`config.mk`:
```
export PLATFORM = sky130hd
export DESIGN_NAME = companion_vitals
export DESIGN_NICKNAME = d
export VERILOG_FILES = /design/src/rtl/companion_vitals.sv
export SDC_FILE = /design/constraint.sdc
export NUM_CORES = 1
export LEC_CHECK = 0
export ABC_CLOCK_PERIOD_IN_PS = 4200
export CAP_MARGIN = 20
export CELL_PAD_IN_SITES_DETAIL_PLACEMENT = 0
export CELL_PAD_IN_SITES_GLOBAL_PLACEMENT = 1
export CORE_ASPECT_RATIO = 1.25
export CORE_MARGIN = 10
export CORE_UTILIZATION = 45
export CTS_BUF_LIST = sky130_fd_sc_hd__clkbuf_8
export DETAILED_ROUTE_END_ITERATION = 8
export PLACE_DENSITY = 0.93
export SETUP_SLACK_MARGIN = 0.3
export SKIP_LAST_GASP = 1
export SYNTH_ARGS = -nofsm -noshare
export SYNTH_HDL_FRONTEND = slang
export SYNTH_SLANG_ARGS = --single-unit
```
`constraint.sdc`:
```
create_clock -name clk -period 4.2 [get_ports clk]
set_clock_uncertainty 0.1 [all_clocks]
set_input_delay 0.84 -clock clk [delete_from_list [all_inputs] [get_ports clk]]
set_output_delay 0.84 -clock clk [all_outputs]
set_load 0.02 [all_outputs]
```
`src/rtl/companion_vitals.sv`:
```
// Virtual-pet vitals: a one-second prescaler drives periodic stat decay, and
// rate-limited player actions push the stats back; mood follows registered health.
module companion_vitals #(
  parameter int CLOCK_FREQ    = 50_000_000,
  parameter int STAT_W        = 8,
  parameter int STAT_MAX      = 100,
  parameter int DECAY_SECS    = 5,
  parameter int BOOST         = 20,
  parameter int COOLDOWN_SECS = 2,
  parameter int SICK_THRESH   = 20
) (
  input  logic              clk,
  input  logic              rst,
  input  logic              act_valid,
  input  logic [1:0]        act_code,
  output logic              act_ready,
  output logic [STAT_W-1:0] hunger,
  output logic [STAT_W-1:0] happiness,
  output logic [STAT_W-1:0] clean,
  output logic [STAT_W-1:0] health,
  output logic [1:0]        state,
  output logic              tick
);

  localparam int PW = (CLOCK_FREQ > 1) ? $clog2(CLOCK_FREQ) : 1;
  localparam int DW = (DECAY_SECS > 1) ? $clog2(DECAY_SECS) : 1;
  localparam int CW = (COOLDOWN_SECS > 0) ? $clog2(COOLDOWN_SECS + 1) : 1;

  localparam logic [STAT_W:0]   MAX_W      = (STAT_W+1)'(STAT_MAX);
  localparam logic [STAT_W-1:0] MAX_S      = STAT_W'(STAT_MAX);
  localparam logic [STAT_W:0]   ONE_W      = (STAT_W+1)'(1);
  localparam logic [STAT_W:0]   BOOST_W    = (STAT_W+1)'(BOOST);
  localparam logic [STAT_W:0]   THRESH_W   = (STAT_W+1)'(SICK_THRESH);
  localparam logic [STAT_W:0]   HUNGER_BAD = (STAT_W+1)'(STAT_MAX - SICK_THRESH);

  typedef enum logic [1:0] {
    ST_ALIVE = 2'd0,
    ST_SICK  = 2'd1,
    ST_DEAD  = 2'd2
  } mood_e;

  // Handshake: an action is taken on a rising edge where act_valid && act_ready;
  // act_ready never depends on act_valid, and refused requests are dropped.

  logic [PW-1:0]     presc_q, presc_d;
  logic [DW-1:0]     dcnt_q, dcnt_d;
  logic [CW-1:0]     cd_q, cd_d;
  logic [STAT_W-1:0] hunger_q, hunger_d;
  logic [STAT_W-1:0] happy_q, happy_d;
  logic [STAT_W-1:0] clean_q, clean_d;
  logic [STAT_W-1:0] health_q, health_d;
  mood_e             state_q, state_d;

  logic at_wrap, decay, accept, bad;

  function automatic logic [STAT_W-1:0] sat_add(input logic [STAT_W-1:0] a,
                                                input logic [STAT_W:0] b);
    logic [STAT_W:0] s;
    s = {1'b0, a} + b;
    return (s > MAX_W) ? MAX_S : s[STAT_W-1:0];
  endfunction

  function automatic logic [STAT_W-1:0] sat_sub(input logic [STAT_W-1:0] a,
                                                input logic [STAT_W:0] b);
    logic [STAT_W:0] s;
    s = {1'b0, a} - b;
    return ({1'b0, a} < b) ? '0 : s[STAT_W-1:0];
  endfunction

  assign at_wrap   = (presc_q == PW'(CLOCK_FREQ - 1));
  assign tick      = !rst && at_wrap;
  assign decay     = tick && (dcnt_q == DW'(DECAY_SECS - 1));
  assign act_ready = !rst && (state_q != ST_DEAD) && (cd_q == '0);
  assign accept    = act_valid && act_ready;
  assign bad       = ({1'b0, hunger_q} >= HUNGER_BAD) ||
                     ({1'b0, happy_q} <= THRESH_W) ||
                     ({1'b0, clean_q} <= THRESH_W);

  always_comb begin
    presc_d  = at_wrap ? '0 : presc_q + PW'(1);
    dcnt_d   = dcnt_q;
    cd_d     = cd_q;
    hunger_d = hunger_q;
    happy_d  = happy_q;
    clean_d  = clean_q;
    health_d = health_q;
    state_d  = state_q;

    if (tick) dcnt_d = (dcnt_q == DW'(DECAY_SECS - 1)) ? '0 : dcnt_q + DW'(1);

    if (state_q != ST_DEAD) begin
      // Decay lands first so a same-edge action works on the decayed values.
      if (decay) begin
        hunger_d = sat_add(hunger_q, ONE_W);
        happy_d  = sat_sub(happy_q, ONE_W);
        clean_d  = sat_sub(clean_q, ONE_W);
        health_d = bad ? sat_sub(health_q, ONE_W) : sat_add(health_q, ONE_W);
      end
      if (accept) begin
        case (act_code)
          2'd0:    hunger_d = sat_sub(hunger_d, BOOST_W);
          2'd1:    happy_d  = sat_add(happy_d, BOOST_W);
          2'd2:    clean_d  = MAX_S;
          default: if (state_q == ST_SICK) health_d = sat_add(health_d, BOOST_W);
        endcase
        cd_d = CW'(COOLDOWN_SECS);
      end else if (tick && cd_q != '0) begin
        cd_d = cd_q - CW'(1);
      end
    end

    case (state_q)
      ST_ALIVE: begin
        if (health_q == '0)                     state_d = ST_DEAD;
        else if ({1'b0, health_q} <= THRESH_W)  state_d = ST_SICK;
      end
      ST_SICK: begin
        if (health_q == '0)                     state_d = ST_DEAD;
        else if ({1'b0, health_q} > THRESH_W)   state_d = ST_ALIVE;
      end
      default: state_d = ST_DEAD;
    endcase
  end

  always_ff @(posedge clk) begin
    if (rst) begin
      presc_q  <= '0;
      dcnt_q   <= '0;
      cd_q     <= '0;
      hunger_q <= '0;
      happy_q  <= MAX_S;
      clean_q  <= MAX_S;
      health_q <= MAX_S;
      state_q  <= ST_ALIVE;
    end else begin
      presc_q  <= presc_d;
      dcnt_q   <= dcnt_d;
      cd_q     <= cd_d;
      hunger_q <= hunger_d;
      happy_q  <= happy_d;
      clean_q  <= clean_d;
      health_q <= health_d;
      state_q  <= state_d;
    end
  end

  assign hunger    = hunger_q;
  assign happiness = happy_q;
  assign clean     = clean_q;
  assign health    = health_q;
  assign state     = state_q;

endmodule

```
# --- Word level (Yosys, flattened, before mapping) ---
# Cells that the tools add are included.
word_totals:
  regBits: 65
  input_bits: 5
  out_inout_bits: 36
classes:
  addsub: 11
  n_lt_le_gt_ge: 13
  n_eq_ne: 8
  muxes: 33
  reduce_logical: 19
ops:
  columns: ["operator", "n"]
  rows:
  - ["$mux 8", 25]
  - ["$gt 9x7->1 const B", 4]
  - ["$add 26x1->26 const B", 1]
  - ["$eq 26x26->1 const B", 1]
  - ["$le 8x5->1 const B", 3]
  - ["$lt 8x1->1 const B", 3]
  - ["$sub 8x1->8 const B", 3]
  - ["$add 8x1->9 const B", 2]
  - ["$add 8x5->9 const B", 2]
  - ["$mux 2", 6]
  - ["$ge 8x7->1 const B", 1]
  - ["$gt 8x5->1 const B", 1]
  - ["$logic_not 8->1", 1]
  - ["$lt 8x5->1 const B", 1]
  - ["$sub 8x5->8 const B", 1]
  - ["$logic_and 1x1->1", 6]
  - ["$logic_not 2->1", 3]
  - ["$eq 2x1->1 const B", 2]
  - ["$pmux 2 s2", 1]
  - ["$reduce_and 2->1", 2]
  - ["$reduce_bool 2->1", 2]
  - ["$add 3x1->3 const B", 1]
  - ["$eq 3x3->1 const B", 1]
  - ["$mux 3", 1]
  - ["other kinds (9)", 10]

# --- Longest topological paths before layout ---
# Gate-level depths: netlist of run 1.
logic_depth:
  ltp_word: 12
  depth_mapped: 17
  depth_no_buf: 16

# --- Worst setup path after synthesis of run 1 ---
# No wires, ideal clock.
synth_path:
  path_type: "register to register"
  startpoint: "register health_q[0] (netlist: health[0])"
  endpoint: "register health_q[6] (netlist: health[6])"
  t_arrival_ps: 3706
  required_ps: 3980
  slack_ps: 274
  path_stages_with_launch: 15
  path_buffers: 1
  path_cell_list: "dfxtp_1 -> clkbuf_1 -> and2_1 -> nor2_1 -> o211a_1 -> o32ai_1 -> a32oi_1 -> o22ai_1 -> inv_1 -> ha_1 -> xor2_1 -> and3_1 -> o31ai_4 -> o21ai_0 -> a211o_1"
synth_via:
  elab_chain_len: 12
  word_cells_on_any_way: 15
  cone_classes: "add/sub: 3; order compare: 3; mux: 9"
synth_lines:
  columns: ["item", "line", "source"]
  rows:
  - ["from (decl)", "51", "logic [STAT_W-1:0] health_q, health_d;"]
  - ["from (signal assigned)", "142", "health_q <= health_d;"]
  - ["$add 8x1->9", "59", "s = {1'b0, a} + b;"]
  - ["$gt 9x7->1", "60", "return (s > MAX_W) ? MAX_S : s[STAT_W-1:0];"]
  - ["$mux 8", "60", null]
  - ["$mux 8", "97", "health_d = bad ? sat_sub(health_q, ONE_W) : sat_add(health_q, ONE_W);"]
  - ["$mux 8 *", "93", "if (decay) begin"]
  - ["$mux 8 *", "91", "if (state_q != ST_DEAD) begin"]
  - ["$add 8x5->9", "59", null]
  - ["$gt 9x7->1", "60", null]
  - ["$mux 8", "60", null]
  - ["$mux 8", "104", "default: if (state_q == ST_SICK) health_d = sat_add(health_d, BOOST_W);"]
  - ["$mux 8", "100", "case (act_code)"]
  - ["$mux 8 *", "99", "if (accept) begin"]
# Mark *: on every way between the ends. The rest lies on a longest branch, timed or not. The select of a mux whose other input is x is not followed.
# A chain may end at the register's enable or synchronous reset.

# --- Final worst setup path of run 1 ---
layout_path:
  startpoint: "input rst"
  endpoint: "register happy_q[2] (netlist: happiness[2])"
layout_via:
  elab_chain_len: 10
  word_cells_on_any_way: 13
  cone_classes: "add/sub: 1; order compare: 1; mux: 5; reduce/logical: 6"
layout_lines:
  columns: ["item", "line", "source"]
  rows:
  - ["from (decl)", "13", "input logic rst,"]
  - ["$logic_not 1->1", "71, 73", null]
  - ["$logic_and 1x1->1", "71", "assign tick = !rst && at_wrap;"]
  - ["$logic_and 1x1->1", "72", "assign decay = tick && (dcnt_q == DW'(DECAY_SECS - 1));"]
  - ["$mux 8", "93", null]
  - ["$mux 8", "91", null]
  - ["$add 8x5->9", "59", null]
  - ["$gt 9x7->1", "60", null]
  - ["$mux 8", "60", null]
  - ["$mux 8", "100", null]
  - ["$mux 8", "99", null]
  - ["to (signal assigned)", "140", "happy_q <= happy_d;"]
  - ["to (decl)", "49", "logic [STAT_W-1:0] happy_q, happy_d;"]
# Several ways; a longest one is shown, not always the timed one. The select of a mux whose other input is x is not followed.

==> results of run 1 <==
-- area by class of cell --
type / count / area [sq um]
repair buffers: 86 / 744
well taps: 135 / 169
multi-input cells: 547 / 3560
inverters: 32 / 120
fillers: 1072 / 4850
clock inverters: 3 / 65.1
clock buffers: 11 / 151
flip-flops and latches: 65 / 1310
-- cells in the mapped netlist (all sizes together), types with 6 or more instances --
master  count
o211ai     12
mux2i       9
nand4      17
o31ai       8
nor2b      11
nand2b      9
nand2      48
clkbuf     34
o21ai      35
inv        32
or3         9
nand3b      9
a211oi      7
nor3       33
xnor2      10
a221oi      8
and3       11
a21oi      46
a31oi       7
nor4       10
dfxtp      65
or2         6
and2       12
nor2       82
nand3      26
a22oi       6
ha         20
xor2       20
-- flip-flops by register name, indices dropped and copies added, names as in the netlist --
name / flops
dcnt_q: 3
health: 8
hunger: 8
presc_q: 26
clean: 8
happiness: 8
state: 2
cd_q: 2
-- what timing repair did --
action | CTS | global route
endpoints found under the setup margin | 7 | 18
setup buffers | 0 | 7
resized for setup | 6 | 27
pin swaps | 0 | 8
-- metal layers --
| metal | wire length (microns) | GRT usage | vias to the layer above | part of all wire |
|---|---|---|---|---|
| met4 | 642 | 0.101 | 0 | 0.040 |
| met5 | 0 | 0 | - | 0 |
| met1 | 6290 | 0.210 | 2584 | 0.39 |
| li1 | - | - | 2633 | - |
| met2 | 8130 | 0.335 | 202 | 0.51 |
| met3 | 906 | 0.0390 | 55 | 0.057 |
-- kinds of logic (layout without fill, tap and decap cells) --
kind of cell	after synthesis	in the layout	synth area share
adder cells (fa/ha/maj)	20	20	0.0499
buffers and inverters	71	132	0.0542
AO/OA/AOI/OAI	182	182	0.248
XOR/XNOR	30	30	0.0524
AND/OR/NAND/NOR	302	302	0.309
flip-flops	65	65	0.260
multiplexers	13	13	0.0270
-- through the flow --
| stage | utilization | total power [uW] | setup WS, ns | cell area, sq um |
|---|---|---|---|---|
| after floorplan | - | 683 | 0.315 | 5020 |
| after global placement | 0.522 | 706 | 0.152 | 5730 |
| after detailed placement | 0.522 | 707 | 0.103 | 5730 |
| after CTS | 0.544 | 1310 | 0.317 | 5970 |
| after global routing | 0.558 | 1340 | 0.248 | 6120 |
| final | 0.558 | 1300 | 0.438 | 6120 |
-- worst min-delay path by stage --
| stage | startpoint | to | slack (ns) |
|---|---|---|---|
| floorplan | presc_q[0] | presc_q[0] | 0.33 |
| global placement | presc_q[0] | presc_q[0] | 0.34 |
| detailed placement | presc_q[0] | presc_q[0] | 0.36 |
| CTS | presc_q[0] | presc_q[0] | 0.37 |
| global route | presc_q[0] | presc_q[0] | 0.39 |
| finish | presc_q[0] | presc_q[0] | 0.37 |
-- power breakdown --
| part | internal [uW] | switching [uW] | total [uW] |
|---|---|---|---|
| Combinational | 27.3 | 41.1 | 68.4 |
| Sequential | 621 | 6.88 | 628 |
| Clock | 359 | 247 | 606 |
| Total | 1010 | 295 | 1300 |
-- worst max-delay path, stage by stage --
cell	delay, ns
clkdlybuf4s50_1	0.47
and3b_1	0.26
nand4_1	0.17
buf_4	0.21
nor4b_1	0.28
buf_4	0.17
mux2_2	0.37
and2_1	0.17
and2_1	0.17
o21ai_0	0.18
a21oi_1	0.12
a21o_1	0.23
a211o_1	0.26
==> metrics, run 1 <==
largest net degree at the start of global routing=40; final setup violation count=0; Ys Warns=0; Primary FF master, synth=dfxtp_1; top post-synthesis cells by area=dfxtp_1 26%, nor2_1 6.1%, ha_1 5.0%; CP endpoint kind=flip-flop; hold crit path type=reg2reg; antenna cells=0; CTS buffer count=9; Synth top area share=0.260; Post-synth EDFFs=0; CP Class=in2reg; final hold vios=0; share of post-route cells with drive strength above 1=0.144; CTS tree=built; first-pass GRT wire length=25400 microns; total global-route track usage=0.192; starting utilization of the core area=0.457; Reg-to-Reg End=health[6]; final worst-path cycle share=0.896; Max-Cap Viols=0; hold depth=1; initial antenna violation count=0; DR vias=5474; CP endpoint=happiness[2]; count of cell types in the netlist=66; vias in the first global route=5244; post-route ant nets=0; r2r setup slk=0.45 ns; GRT overflow=0; die area=0.0158 sq mm; Syn-to-layout area delta=22.1%; core area=0.0110 sq mm; clock sinks=65; CP Launch Type=primary input; final worst path period need=3.76 ns; Root Buffer=clkbuf_8; DRC=0; Reg clk slew, reported paths=0.07 ns; WL final=16000 microns; Routed WL per cell=18.2 microns; I/O Buffers=40; post-detailed-placement half-perimeter wirelength=11800 microns; Max Clk Rate=0.266 GHz; status=completed; Mapped Cells=683; routability cong.=0.991; Slew @ Worst Pin=0.863 ns; # H-tree levels=3; RSZ-0062 raised after global routing=true; Die Wd=114 microns; most frequent cells in the layout=81 x nor2_1, 59 x dfxtp_1, 48 x nand2_1; Arr. time, crit path=3.91 ns; pwr dens=213 mW/mm^2; Post-Layout Cell Count=879; IO Count=41; Crit Path Max Fanout=5; leakage power=0.00222 uW; Setup TNS=0 ns; Max Slew Vio Count=0; Syn Area/Cell=7.34 sq um; ys async rst share=0; post-synthesis sequential area ratio=0.260; Max Buffers Root-to-Sink=2; Yosys reg bits=65; Pre-Repair DR Iteration Count=5; VDD IR max=243 uV; Critical path origin=rst; worst hold slack=0.366 ns; worst-skew pair later-pin latency=0.36 ns; vias per cell=6.23; Post-Syn Area=0.00501 sq mm; cell taking the most area after synthesis=dfxtp_1; R2R depth=18; dpl cells=858; Nets=766; DRT iter0 DRCs=435; max_slew headroom=0.424; Die Y=138 microns; WP data required=4.35 ns; Rows=43; Mapped Nets=708; Hold Buf Count CTS=0; commonest non-fill, non-tap cell in the layout=nor2_1; Reg2Reg Launch Point=health[0]
No activity file was read; power rests on OpenSTA's default activity.
==> run 2, diff against run 1 <==
- CORE_UTILIZATION: 45 -> 49
- DONT_BUFFER_PORTS: unset -> 1
- PLACE_DENSITY: 0.93 -> unset
- PLACE_DENSITY_LB_ADDON: unset -> 0.1
==> run 2 against run 1 <==
Compared with the run above: global-route usage up 0.27 points; critical path depth rose by 1; utilization rose by 1.2 points; fmax is 2.3% lower; final area is 6.4% lower; sequential share of layout area grew 1.4 points; routed wire length fell by 5.2%; critical path type is now reg2reg; critical endpoint is now health[5]; largest power group is now the clock network.
==> metrics, run 2 (same netlist as run 1, synthesis figures left out) <==
Internal=1040 uW; CTS buffer count=9; worst-skew pair later-pin latency=0.36 ns; NetSw=312 uW; HP Start=presc_q[0]; Hold Buf Count CTS=0; status=completed; CTS tree=built; max_slew headroom=0.416; Largest Register=presc_q; hold crit path type=reg2reg; Root Buffer=clkbuf_8; largest net degree at the start of global routing=42; DRT iter0 DRCs=319; Routed WL per cell=18.2 microns; CP endpoint kind=flip-flop; antenna cells=0; final worst path period need=3.85 ns; final hold vios=0; Pre-Repair DR Iteration Count=5; GRT overflow=0; initial antenna violation count=0; hold depth=1; final setup violation count=0; Max-Cap Viols=0; hold-critical path endpoint=presc_q[0]; post-route ant nets=0; WP data required=4.35 ns; Die Y=133 microns; VDD IR max=313 uV; Syn-to-layout area delta=14.3%; total global-route track usage=0.195; IO Count=41; vias in the first global route=4951; Crit Path Max Fanout=10; die area=0.0147 sq mm; Rows=41; switching part of the total=0.231; Reg clk slew, reported paths=0.08 ns; leakage power=0.00208 uW; CP Class=reg2reg; Slew @ Worst Pin=0.876 ns; # H-tree levels=3; Reg-to-Reg End=health[5]; share of post-route cells with drive strength above 1=0.148; Placed Instance Area=0.00531 sq mm; core area=0.0101 sq mm; post-detailed-placement half-perimeter wirelength=11100 microns; Max Clk Rate=0.260 GHz; first-pass GRT wire length=24500 microns; Nets=723; DRC=0; final worst-path cycle share=0.917; RSZ-0062 raised after global routing=false; vias per cell=6.31; Clk network pwr share=0.499; Die Wd=110 microns; Max Buffers Root-to-Sink=2; Reg2Reg Launch Point=health[1]; commonest non-fill, non-tap cell in the layout=nor2_1; CP Launch Type=flip-flop; Seq pwr share=0.464; number of flip-flops under the largest register name=26; r2r setup slk=0.35 ns; pwr dens=236 mW/mm^2; I/O Buffers=0; starting utilization of the core area=0.499; Final Cell Area=0.00573 sq mm; Setup TNS=0 ns; Max Slew Vio Count=0; R2R depth=14; clock sinks=65; most frequent cells in the layout=82 x nor2_1, 60 x dfxtp_1, 48 x nand2_1; Gate power share=0.037; WL final=15100 microns; Arr. time, crit path=4.00 ns; routability cong.=0.900; DR vias=5248
==> run 2: how the worst max path moves through the flow <==
| stage | start | endpoint | slack (ns) | depth (start not counted) |
|---|---|---|---|---|
| after CTS | presc_q[0] | happiness[2] | 0.32 | 11 |
| after detailed placement | presc_q[0] | happiness[2] | 0.26 | 14 |
| after global placement | presc_q[0] | happiness[2] | 0.33 | 14 |
| after floorplan | happiness[0] | health[6] | 0.32 | 16 |
| after global routing | health[1] | health[5] | 0.23 | 14 |
| final | health[1] | health[5] | 0.35 | 14 |
==> run 2: repair_timing <==
item / 4_1_cts / 5_1_grt
setup endpoints to repair: 2 / 16
setup buffers: 0 / 6
pin swaps: 0 / 7
gates resized for setup: 4 / 26
==> run 2: per-layer routing <==
metal / routed length (microns) / share of wire / vias to the layer above / GRT usage
li1: - / - / 2552 / -
met1: 6000 / 0.40 / 2479 / 0.216
met2: 7710 / 0.51 / 171 / 0.342
met3: 799 / 0.053 / 46 / 0.0355
met4: 636 / 0.042 / 0 / 0.109
met5: 0 / 0 / - / 0
==> run 2: final cells by class <==
type | count | area [sq um]
Fill cell | 989 | 4330
Clock inverter | 7 | 125
Inverter | 32 | 120
Sequential cell | 65 | 1310
Tap cell | 129 | 161
Timing Repair Buffer | 43 | 327
Multi-Input combinational cell | 547 | 3560
Clock buffer | 9 | 124
==> run 2: power by group through the flow <==
stage	Sequential (uW)	Combinational (uW)	Clock [uW]
floorplan	641	42.2	0
global placement	641	48.0	0
detailed placement	641	48.3	0
CTS	627	48.8	684
global route	628	56.4	715
finish	628	49.6	675
==> run 2: critical path: stages, from the launching register on <==
cell,delay (ns)
dfxtp_1,0.41
buf_4,0.23
and2_1,0.21
nor2_1,0.05
o211a_1,0.25
o32ai_4,0.44
a32oi_1,0.22
o22ai_2,0.24
inv_1,0.11
ha_2,0.21
nor3_1,0.20
and4b_1,0.26
o31ai_4,0.32
o211ai_1,0.15
a221o_1,0.33
==> run 2: per-stage QoR <==
step / utilization / setup WS [ns] / total power, uW / hold slack [ns] / cells
2_1_floorplan: - / 0.315 / 683 / 0.330 / 683
3_3_place_gp: 0.528 / 0.326 / 689 / 0.342 / 810
3_5_place_dp: 0.528 / 0.255 / 690 / 0.353 / 810
4_1_cts: 0.554 / 0.323 / 1360 / 0.374 / 826
5_1_grt: 0.570 / 0.229 / 1400 / 0.391 / 832
6_report: 0.570 / 0.350 / 1350 / 0.369 / 832
